### config.mk
export PLATFORM = sky130hd
export DESIGN_NAME = mc_alu
export DESIGN_NICKNAME = d
export VERILOG_FILES = /design/src/rtl/mc_alu.sv
export SDC_FILE = /design/constraint.sdc
export NUM_CORES = 1
export LEC_CHECK = 0
export CORE_AREA = 4 4 124 126
export CTS_CLUSTER_DIAMETER = 80
export CTS_CLUSTER_SIZE = 30
export DETAILED_ROUTE_END_ITERATION = 6
export DIE_AREA = 0 0 128 130
export HOLD_SLACK_MARGIN = 0.02
export PLACE_DENSITY = 0.82
export SYNTH_ARGS = -nofsm -noshare
export SYNTH_HDL_FRONTEND = slang
export SYNTH_SLANG_ARGS = --single-unit
### constraint.sdc
create_clock -name clk -period 9.04 [get_ports clk]
set_clock_uncertainty 0.05 [all_clocks]
set_input_delay 1.808 -clock clk [delete_from_list [all_inputs] [get_ports clk]]
set_output_delay 1.808 -clock clk [all_outputs]
set_load 0.005 [all_outputs]
### src/rtl/mc_alu.sv
// Multi-cycle ALU: single-cycle logic/add/sub, iterative shift-add multiply
// and restoring divide, with a valid/ready handshake on both sides.
module mc_alu #(
  parameter int unsigned WIDTH = 16
) (
  input  logic             clk,
  input  logic             rst,
  input  logic [WIDTH-1:0] A,
  input  logic [WIDTH-1:0] B,
  input  logic [2:0]       CTRL,
  input  logic             in_valid,
  output logic             in_ready,
  output logic             out_valid,
  input  logic             out_ready,
  output logic [WIDTH-1:0] result,
  output logic [WIDTH-1:0] overflow,
  output logic             carry,
  output logic             zero,
  output logic             div_zero
);

  localparam int unsigned CW = $clog2(WIDTH);

  localparam logic [2:0] OP_ADD = 3'b000;
  localparam logic [2:0] OP_SUB = 3'b001;
  localparam logic [2:0] OP_MUL = 3'b010;
  localparam logic [2:0] OP_DIV = 3'b011;
  localparam logic [2:0] OP_AND = 3'b100;
  localparam logic [2:0] OP_OR  = 3'b101;
  localparam logic [2:0] OP_XOR = 3'b110;

  typedef enum logic [1:0] {IDLE, MUL, DIV, DONE} state_e;

  state_e           state_q, state_d;
  logic [WIDTH-1:0] hi_q, hi_d, lo_q, lo_d, opnd_q, opnd_d;
  logic [WIDTH-1:0] res_q, res_d, ovf_q, ovf_d;
  logic             cy_q, cy_d, dz_q, dz_d;
  logic [CW-1:0]    cnt_q, cnt_d;

  logic [WIDTH:0]   add_w, sub_w, mul_sum, div_sh, div_diff;
  logic [WIDTH-1:0] mul_hi, mul_lo, div_q, div_r;
  logic             last;

  // State register
  always_ff @(posedge clk) begin
    if (rst) state_q <= IDLE;
    else     state_q <= state_d;
  end

  // Next-state logic
  always_comb begin
    state_d = state_q;
    case (state_q)
      IDLE: begin
        if (in_valid) begin
          if (CTRL == OP_MUL)                  state_d = MUL;
          else if (CTRL == OP_DIV && B != '0)  state_d = DIV;
          else                                 state_d = DONE;
        end
      end
      MUL, DIV: if (last) state_d = DONE;
      DONE:     if (out_ready) state_d = IDLE;
      default:  state_d = IDLE;
    endcase
  end

  // Handshake outputs
  always_comb begin
    in_ready  = (state_q == IDLE);
    out_valid = (state_q == DONE);
  end

  // Multiply: {hi,lo} shifts right, adding the multiplicand into hi when lo[0]=1.
  // Divide: {hi,lo} shifts left as {remainder,quotient}; a trial subtract decides each bit.
  always_comb begin
    hi_d   = hi_q;
    lo_d   = lo_q;
    opnd_d = opnd_q;
    cnt_d  = cnt_q;
    res_d  = res_q;
    ovf_d  = ovf_q;
    cy_d   = cy_q;
    dz_d   = dz_q;

    add_w    = {1'b0, A} + {1'b0, B};
    sub_w    = {1'b0, A} - {1'b0, B};
    mul_sum  = {1'b0, hi_q} + (lo_q[0] ? {1'b0, opnd_q} : '0);
    mul_hi   = mul_sum[WIDTH:1];
    mul_lo   = {mul_sum[0], lo_q[WIDTH-1:1]};
    div_sh   = {hi_q, lo_q[WIDTH-1]};
    div_diff = div_sh - {1'b0, opnd_q};
    div_q    = {lo_q[WIDTH-2:0], ~div_diff[WIDTH]};
    div_r    = div_diff[WIDTH] ? div_sh[WIDTH-1:0] : div_diff[WIDTH-1:0];
    last     = (cnt_q == CW'(WIDTH - 1));

    case (state_q)
      IDLE: begin
        if (in_valid) begin
          cnt_d = '0;
          res_d = '0;
          ovf_d = '0;
          cy_d  = 1'b0;
          dz_d  = 1'b0;
          case (CTRL)
            OP_ADD: begin res_d = add_w[WIDTH-1:0]; cy_d = add_w[WIDTH]; end
            OP_SUB: begin res_d = sub_w[WIDTH-1:0]; cy_d = sub_w[WIDTH]; end
            OP_MUL: begin opnd_d = A; hi_d = '0; lo_d = B; end
            OP_DIV: begin
              if (B == '0) begin
                res_d = '1;
                ovf_d = A;
                dz_d  = 1'b1;
              end else begin
                opnd_d = B;
                hi_d   = '0;
                lo_d   = A;
              end
            end
            OP_AND:  res_d = A & B;
            OP_OR:   res_d = A | B;
            OP_XOR:  res_d = A ^ B;
            default: ;
          endcase
        end
      end
      MUL: begin
        hi_d  = mul_hi;
        lo_d  = mul_lo;
        cnt_d = cnt_q + 1'b1;
        if (last) begin
          res_d = mul_lo;
          ovf_d = mul_hi;
        end
      end
      DIV: begin
        hi_d  = div_r;
        lo_d  = div_q;
        cnt_d = cnt_q + 1'b1;
        if (last) begin
          res_d = div_q;
          ovf_d = div_r;
        end
      end
      default: ;
    endcase
  end

  always_ff @(posedge clk) begin
    if (rst) begin
      hi_q   <= '0;
      lo_q   <= '0;
      opnd_q <= '0;
      cnt_q  <= '0;
      res_q  <= '0;
      ovf_q  <= '0;
      cy_q   <= 1'b0;
      dz_q   <= 1'b0;
    end else begin
      hi_q   <= hi_d;
      lo_q   <= lo_d;
      opnd_q <= opnd_d;
      cnt_q  <= cnt_d;
      res_q  <= res_d;
      ovf_q  <= ovf_d;
      cy_q   <= cy_d;
      dz_q   <= dz_d;
    end
  end

  assign result   = res_q;
  assign overflow = ovf_q;
  assign carry    = cy_q;
  assign div_zero = dz_q;
  assign zero     = (res_q == '0);

endmodule

==> impl_metrics.tcl <==
set metrics [dict create \
    pin_count 76 \
    clk_pin_slew_ps 70 \
    routed_wl_mm 26.8 \
    tritoncts "done" \
    yosysTopAreaCell "dfxtp_1" \
    drtIter0Drc 1105 \
    synth_edf_count 0 \
    synth_fp_nets 1308 \
    cts-htree-levels 3 \
    die_x_um 128 \
    grt_pass1_vias 8341 \
    gp_congestion 1.01 \
    die_h_um 130 \
    ys.flop_type "dfxtp_1" \
    seq_area_frac_synth_pct 20.7 \
    setup_viol 0 \
    synth_cells 1174 \
    vias 8954 \
    drive_above_1_share_pct 3.75 \
    grt_max_degree 91 \
    ys_types 77 \
    synthTopCellsByArea "dfxtp_1 (21%), ha_1 (13%), a21oi_1 (7.8%)" \
    cts_buffers 9 \
    post_cts_resized 0 \
    start_kind "input port" \
    cts-root-buf "clkbuf_16" \
    p_per_area_nw_per_um2 303 \
    peakVddDrop_uv 167 \
    cp.required_ps 9220 \
    drv_cap 0 \
    grt_usage_pct 31.6 \
    crit_fanout 63 \
    wl_per_cell_um 19.3 \
    dp_hpwl_mm 20.0 \
    io_buffers 75 \
    fin_crit_sh_pct 54.2 \
    dieArea_um2 16600 \
    async_flop_share_pct 0 \
    core_um2 14300 \
    dp_cells 1369 \
    num_antenna_cells 0 \
    crit_path_end_kind "register" \
    num_rows 44 \
    post_cts_buffers 0 \
    drv_slew 0 \
    synth_common_cells "nor2_1 (150), a21oi_1 (132), nand2_1 (108)" \
    drtPass1Iterations 5 \
    min_period_ps 4900 \
    yosys_warnings 0 \
    grt.overflow.total 0 \
    max_freq_ghz 0.204 \
    hold_viol 0 \
    initial_core_util_pct 59.3 \
    clock_path_buffers 2 \
    status "completed" \
    power.leakage_nw 3.89 \
    antenna_found_initial 0 \
    grt_pass1_wl_mm 42.8 \
    ys_seq_elements 88 \
    rsz0062_at_grt "false" \
    layout.cells.non_filler 1385 \
    relSlewSlack_pct 5.33 \
    tightest_slew_ps 1420 \
    netlist.area_leader.share_pct 20.7 \
    fin_nets 1330 \
    hold_class "register to register" \
    drc_errors 0 \
    cts.sinks 88 \
    tns_ps 0 \
    area_growth_pct 12.8 \
    clk_latency_ps 340 \
    postCtsHoldBufs 0 \
    ant_nets 0 \
    critPathKind "input port to register" \
    synth.most_common_cell "nor2_1" \
    netlist_area_um2 8490 \
    via_per_inst 6.46 \
    synth.avg_cell_area_um2 7.23 \
    critPathArrivalTime_ps 5080 \
]
per-layer routing:
metal | global-route usage (%) | share of wire [%] | vias to the layer above | wire [um]
met4 | 16.0 | 5.0 | 0 | 1330
met5 | 0 | 0 | - | 0
met2 | 49.7 | 44 | 466 | 11900
met3 | 4.09 | 7.7 | 86 | 2060
met1 | 42.9 | 43 | 4151 | 11500
li1 | - | - | 4251 | -
critical path, cell delays in order:
cell	delay [ps]
clkdlybuf4s50_1	470
buf_4	440
nand3b_1	240
buf_4	380
nor2_1	1070
a221o_1	230
nand2_1	60
a311oi_1	330
cells in the final DEF, fill, tap and decap left out, types with 4 or more instances in the layout:
cell type	instances
and3_1	4
o21a_1	7
o21bai_1	13
and4_1	4
nand4_1	8
clkbuf_16	9
nand2b_1	6
nor4_1	12
or3_1	6
o211ai_1	7
nor2_1	149
fa_1	4
a22o_1	16
a22oi_1	8
mux2_1	4
mux2i_1	11
a21oi_1	131
clkdlybuf4s50_1	74
nand3_1	10
o22ai_1	6
inv_1	78
and2_1	20
nand3b_1	4
nor3_1	16
a311oi_1	12
buf_4	8
ha_1	91
xor2_1	10
xnor2_1	29
a31oi_1	12
a21o_1	18
o21ai_0	77
nor2b_1	9
a221oi_1	6
a211oi_1	58
nand2_1	108
dfxtp_1	88
where the power goes:
group	leakage, nW	internal [mW]	total [mW]	switching, mW
logic	3.02	0.759	1.85	1.09
registers	0.722	0.515	0.653	0.138
clock network	0.145	0.243	0.403	0.160
total	3.89	1.52	2.90	1.38
sequential cells by signal (all words and copies together), names as in the netlist:
signal,count
carry,1
cnt_q,4
div_zero,1
hi_q,16
lo_q,16
opnd_q,16
overflow,16
result,16
state_q,2
final timing paths:
path                                from          end  slack [ps]  cells after the start
worst max-delay path             CTRL[0]    result[7]        4140                      8
worst min-delay path             lo_q[9]      lo_q[9]         420                      2
worst max register to register  lo_q[15]  overflow[1]        5020                     12
worst min register to register   lo_q[9]      lo_q[9]         420                      2
layout make-up:
type / count / area, um^2
clock inverter: 6 / 91.3
clock buffer: 10 / 229
multi-input combinational: 936 / 6170
fill: 1247 / 4730
timing repair buffer: 83 / 806
sequential: 88 / 1760
tap: 184 / 230
inverter: 78 / 293
stage by stage:
step | hold WS (ps) | utilization (%) | worst slack, ps | power (mW) | instance area (um^2)
2_1_floorplan | 399 | - | 5140 | 1.95 | 8490
3_3_place_gp | 410 | 64.7 | 4040 | 2.42 | 9260
3_5_place_dp | 414 | 64.7 | 3960 | 2.46 | 9260
4_1_cts | 422 | 66.9 | 4350 | 2.87 | 9580
5_1_grt | 448 | 66.9 | 4040 | 3.10 | 9580
6_report | 423 | 66.9 | 4140 | 2.90 | 9580
kinds of logic (layout without fill, tap and decap cells):
group | count (synthesis) | count (layout) | share of synthesized area (%)
AOI/OAI and AO/OA | 416 | 416 | 32.2
xor gates and xnor gates | 39 | 39 | 4.02
adders and majority gates | 95 | 95 | 14.3
buffers and inverters | 150 | 177 | 6.76
DFF | 88 | 88 | 20.7
muxes | 19 | 19 | 2.58
and+or+nand+nor | 367 | 367 | 19.4
(Power assumes the default switching activity.)
